## src/rtl/adder_rr_scheduler.sv

```systemverilog
// adder_rr_scheduler: shares one combinational adder among NREQ requesters.
// A round-robin arbiter picks one requester per operation; the adder result is
// registered and returned with the requester id on a valid/ready response port.
// The result register is a one-entry buffer that can be refilled in the same
// cycle it is drained, giving one operation per cycle under full load.

// Shared datapath: a + b + cin with the carry kept as a separate output.
module adder #(
   parameter int WIDTH = 8
) (
   input  logic [WIDTH-1:0] a,
   input  logic [WIDTH-1:0] b,
   input  logic             cin,
   output logic [WIDTH-1:0] s,
   output logic             cout
);

   // Extend every operand to WIDTH+1 bits so the carry-out is never truncated.
   always_comb begin
      {cout, s} = {1'b0, a} + {1'b0, b} + {{WIDTH{1'b0}}, cin};
   end

endmodule

module adder_rr_scheduler #(
   parameter  int WIDTH = 8,
   parameter  int NREQ  = 4,
   localparam int IDW   = $clog2(NREQ)
) (
   input  logic                  clk,
   input  logic                  rst,
   input  logic [NREQ-1:0]       req_valid,
   input  logic [NREQ*WIDTH-1:0] req_a,
   input  logic [NREQ*WIDTH-1:0] req_b,
   input  logic [NREQ-1:0]       req_cin,
   output logic [NREQ-1:0]       req_ready,
   output logic                  rsp_valid,
   input  logic                  rsp_ready,
   output logic [IDW-1:0]        rsp_id,
   output logic [WIDTH-1:0]      rsp_s,
   output logic                  rsp_cout
);

   typedef enum logic {
      IDLE = 1'b0,   // no result held
      FULL = 1'b1    // result registers hold an unconsumed result
   } state_t;

   state_t           state;
   state_t           state_next;
   logic [IDW-1:0]   ptr;          // highest-priority requester for the next grant
   logic [IDW-1:0]   ptr_next;
   logic [IDW-1:0]   grant_idx;
   logic             grant_found;
   logic             can_accept;
   logic             xfer;
   logic [IDW-1:0]   cand_idx;
   int               cand;

   logic [WIDTH-1:0] op_a;
   logic [WIDTH-1:0] op_b;
   logic             op_cin;
   logic [WIDTH-1:0] sum;
   logic             sum_cout;

   // Round-robin search: first valid requester starting at ptr, wrapping at NREQ.
   always_comb begin
      // NOTE: every combinational output gets a default before any branch, so no
      // path leaves a variable unassigned and no latch is inferred.
      grant_found = 1'b0;
      grant_idx   = '0;
      cand        = 0;
      cand_idx    = '0;
      for (int k = 0; k < NREQ; k++) begin
         // NOTE: blocking assignments here because cand/cand_idx are consumed
         // immediately within the same loop iteration.
         cand = int'(ptr) + k;
         if (cand >= NREQ) begin
            cand = cand - NREQ;
         end
         cand_idx = IDW'(cand);
         if (!grant_found && req_valid[cand_idx]) begin
            grant_found = 1'b1;
            grant_idx   = cand_idx;
         end
      end
   end

   // A new result can be taken when nothing is held or the held one leaves now.
   assign can_accept = (state == IDLE) || ((state == FULL) && rsp_ready);

   // Transfer happens only for the granted requester; the grant already implies
   // req_valid, and reset blocks any acceptance in the same cycle.
   assign xfer = grant_found && can_accept && !rst;

   // Ready is one-hot on the granted requester; it never looks at operand data.
   always_comb begin
      req_ready = '0;
      if (xfer) begin
         req_ready[grant_idx] = 1'b1;
      end
   end

   // Steer the granted requester's operands into the shared adder.
   always_comb begin
      op_a   = '0;
      op_b   = '0;
      op_cin = 1'b0;
      for (int i = 0; i < NREQ; i++) begin
         if (grant_idx == IDW'(i)) begin
            op_a   = req_a[i*WIDTH +: WIDTH];
            op_b   = req_b[i*WIDTH +: WIDTH];
            op_cin = req_cin[i];
         end
      end
   end

   adder #(.WIDTH(WIDTH)) u_adder (
      .a    (op_a),
      .b    (op_b),
      .cin  (op_cin),
      .s    (sum),
      .cout (sum_cout)
   );

   // Priority moves to the requester just after the one that was served.
   assign ptr_next = (grant_idx == IDW'(NREQ-1)) ? '0 : grant_idx + 1'b1;

   // Next-state logic for the one-entry result buffer.
   always_comb begin
      state_next = state;
      case (state)
         IDLE: begin
            if (xfer) begin
               state_next = FULL;
            end
         end
         FULL: begin
            // Drained with nothing to replace it: go empty. Drained and refilled,
            // or stalled by the consumer: stay full.
            if (rsp_ready && !xfer) begin
               state_next = IDLE;
            end
         end
         default: state_next = IDLE;
      endcase
   end

   // State register and arbitration pointer.
   always_ff @(posedge clk) begin
      // NOTE: sequential state uses non-blocking assignments so every register
      // samples values from before the edge, independent of statement order.
      if (rst) begin
         state <= IDLE;
         ptr   <= '0;
      end else begin
         state <= state_next;
         if (xfer) begin
            ptr <= ptr_next;
         end
      end
   end

   // Result registers: loaded on every transfer, otherwise held (also when idle).
   always_ff @(posedge clk) begin
      // NOTE: these datapath registers are reset because their reset values are
      // visible on the response port; pure pipeline data would not need it.
      if (rst) begin
         rsp_s    <= '0;
         rsp_cout <= 1'b0;
         rsp_id   <= '0;
      end else if (xfer) begin
         rsp_s    <= sum;
         rsp_cout <= sum_cout;
         rsp_id   <= grant_idx;
      end
   end

   assign rsp_valid = (state == FULL);

endmodule

```

## config.mk

```make
export PLATFORM = sky130hd
export DESIGN_NAME = adder_rr_scheduler
export DESIGN_NICKNAME = d
export VERILOG_FILES = /design/src/rtl/adder_rr_scheduler.sv
export SDC_FILE = /design/constraint.sdc
export NUM_CORES = 1
export LEC_CHECK = 0
export CORE_UTILIZATION = 38
export DETAILED_ROUTE_END_ITERATION = 6
export PLACE_DENSITY = 0.86
export SYNTH_ARGS = -nofsm -noshare
export SYNTH_HDL_FRONTEND = slang
export SYNTH_SLANG_ARGS = --single-unit
```

## constraint.sdc

```tcl
create_clock -name clk -period 4.42 [get_ports clk]
set_input_delay 0.663 -clock clk [delete_from_list [all_inputs] [get_ports clk]]
set_output_delay 0.663 -clock clk [all_outputs]
set_load 0.01 [all_outputs]
```

==> metrics.md <==
| Metric | Value |
|---|---|
| Outcome | finished, final reports clean |
| Hold-fix buffer count after cts | 0 |
| Final core utilization | 0.675 |
| DRC | 0 |
| Longest Clk Path Bufs | 2 |
| R2R cell count | 17 |
| Final hold vios | 0 |
| Maximum clock frequency | ~0.24 GHz |
| Synth Net Count | between 300 and 400 |
| Average wire per standard cell | 13.0 µm |
| Die X-Extent | 65.2 µm |
| TritonCTS clock tree | built |
| Boundary Pins | just over 90 |
| Initial Util | 0.406 |
| Vias post-DR | 1,896 |
| Clk slew on worst S/H paths | around 0.06 ns |
| First-pass GRT wire length | between 7 and 8 mm |
| Setup tns final | 0 ns |
| PortBufs | 90 |
| # diodes | 0 |
| Worst Path Max Fanout | 12 |
| Worst R2R Start | ptr[0] |
| Final period util | 0.941 |
| Place WS | between 0.015 and 0.02 ns |
| Startpoint Class | input port |
| HP Class | reg2reg |
| Synth Instances | between 200 and 250 |
| Post-synth top area cell | dfxtp_1 |
| Clock sink total | 14 |
| Final setup vio count | 0 |
| Period minus WS final | ~4.2 ns |
| Final global-route overflow total | 0 |
| Leakage dissipation | between 0.001 and 0.0015 µW |
| Post-layout net count | about 400 |
| Max H-tree Level | 1 |
| Yosys cell types | 35 |
| CP Capture Point | rsp_s[5] |
| Rel. slew slack | 0.703 |
| Post-synthesis sequential area ratio | 0.185 |
| Antenna violations before repair | 0 |
| CP Capture Type | flop |
| Layout cell share with drive strength beyond 1 | 0.0651 |
| Synthesized flop and latch total | 14 |
| Worst setup startpoint | req_valid[1] |
| Final worst slack | between 0.2 and 0.3 ns |
| Worst-Margin Slew | about 0.44 ns |
| Postcts setup bufs | 0 |
| P&R area growth vs syn | 66.5% |
| Post-CTS Resized | 0 |
| Clock tree root buffer cell | clkbuf_8 |
| Post-route ant nets | 0 |
| Syn_area_per_cell | a little under 7 µm² |
| Clock latency on the worst-skew pair | about 0.24 ns |
| Critical Path AT | between 4 and 5 ns |
| Number of global-route vias before repair | between 1,500 and 2,000 |
| Largest net degree at the start of global routing | 27 |
| PD cells | about 390 mW/mm² |
| RR Endpoint | rsp_s[5] |
| Initial DRC count | 95 |
| DP Wirelength | 3.74 mm |
| Max cap viols | 0 |
| Core area | around 0.0037 mm² |
| TritonCTS buffer count | 3 |
| Routed WL | approximately 4.6 mm |
| FP Rows | 22 |
| Slew Limit Fails | 0 |
| Worst EP required | 4.60 ns |
| Synth top area cells | dfxtp_1, a21oi_1, ha_1 |
| Worst vdd ir | 0.000175 V |
| RSZ-0062 raised after global routing | false |
| Avg Vias per Cell | 5.34 |
| Mapped Area | roughly 0.0015 mm² |
| Yosys top cell area share | 0.185 |
| Die area | 0.00425 mm² |
| RePlAce Congestion | between 0.7 and 0.8 |
| All-layer global routing usage | 0.225 |
| Final Skew | 0.00611 ns |
| Drt pass-1 iters | 4 |
| WS Path Type | in2reg |
| Die extent in y | 65.2 µm |
| FF-to-FF setup slack | 0.83 ns |
| Syn. warnings | 0 |
-- cell type report --
type                    count  area [µm²]
fillers                   365        1210
inverters                  10        37.5
clock buffers               3        41.3
repair buffers            101         983
well taps                  48        60.1
multi-input cells         179        1130
flip-flops and latches     14         280
-- cell families (layout without fill, tap and decap cells) --
family	count (synthesis)	in the layout	synth area share
buffers and inverters	26	114	0.0774
AND/OR/NAND/NOR	79	79	0.244
flip-flops	14	14	0.185
adder cells (fa/ha/maj)	13	13	0.117
AO/OA/AOI/OAI	83	83	0.351
multiplexers	4	4	0.0264
-- routing by layer --
layer,GRT usage,up-vias,part of all wire
met4,0.0408,0,0.017
met1,0.266,852,0.41
met3,0.0434,6,0.057
met2,0.418,75,0.52
li1,-,963,-
met5,0,-,0
-- through the flow --
stage               power, µW  std cells  instance area, µm²  hold WS (ns)
floorplan                 614        219                1520         0.453
global placement          856        352                2480         0.456
detailed placement        868        352                2480         0.449
CTS                       976        355                2520         0.461
global route             1070        355                2530         0.511
finish                    974        355                2530         0.459
-- worst min-delay path by stage --
stage / start / end / slack (ns) / cells after the start
floorplan: ptr[0] / ptr[0] / 0.45 / 2
global placement: rsp_s[7] / rsp_s[7] / 0.46 / 2
detailed placement: rsp_s[7] / rsp_s[7] / 0.45 / 2
CTS: rsp_s[7] / rsp_s[7] / 0.46 / 2
global route: rsp_s[7] / rsp_s[7] / 0.51 / 2
finish: rsp_s[7] / rsp_s[7] / 0.46 / 2
-- report_power, final --
part	total [µW]	leakage (µW)	switching, µW	internal [µW]
sequential	195	0.000116	25.9	169
combinational	679	0.000880	328	350
clock	101	0.0000216	40.6	60.0
-- synth_stat cells --
cell type,n
a211oi_1,2
a21o_1,2
a21oi_1,29
a21oi_2,1
a221o_2,1
a221oi_1,4
a22oi_1,12
a31oi_1,1
a41oi_1,1
and2_1,4
buf_2,4
buf_6,2
clkbuf_1,10
dfxtp_1,14
fa_1,2
ha_1,11
inv_1,10
mux2i_1,4
nand2_1,18
nand2b_1,2
nand3_1,3
nand3b_1,1
nor2_1,29
nor2b_1,8
nor3_1,9
nor3b_1,1
nor4b_1,2
o21a_1,3
o21ai_0,22
o221ai_1,1
o311a_2,1
o31a_1,2
o41ai_4,1
or3_1,1
or4_1,1
-- registers in the layout (all words and copies together) (netlist names) --
name,count
ptr,2
rsp_cout,1
rsp_id,2
rsp_s,8
rsp_valid,1
-- critical path, cell delays in order --
cell             delay (ns)
clkdlybuf4s50_1        0.49
inv_1                  0.07
a221o_2                0.40
a21oi_2                0.25
inv_1                  0.10
ha_1                   0.24
nor2b_2                0.19
buf_4                  0.18
a22oi_1                0.16
nor2_1                 0.05
a21oi_1                0.12
o21ai_0                0.09
ha_1                   0.36
o21a_1                 0.15
o31a_1                 0.18
o21ai_0                0.13
or4_1                  0.42
nand3_1                0.10
-- cell usage in the layout (no fill, tap or decap), types with 3 or more instances in the layout --
cell	instances
clkdlybuf4s50_1	90
nor2_1	29
a21oi_1	29
o21ai_0	22
nand2_1	18
dfxtp_1	14
a22oi_1	12
ha_1	11
buf_4	11
inv_1	10
nor3_1	9
nor2b_1	6
a221oi_1	4
and2_1	4
mux2i_1	4
o21a_1	3
nand3_1	3
clkbuf_8	3
Note: power is estimated with default switching activity, not from simulation.
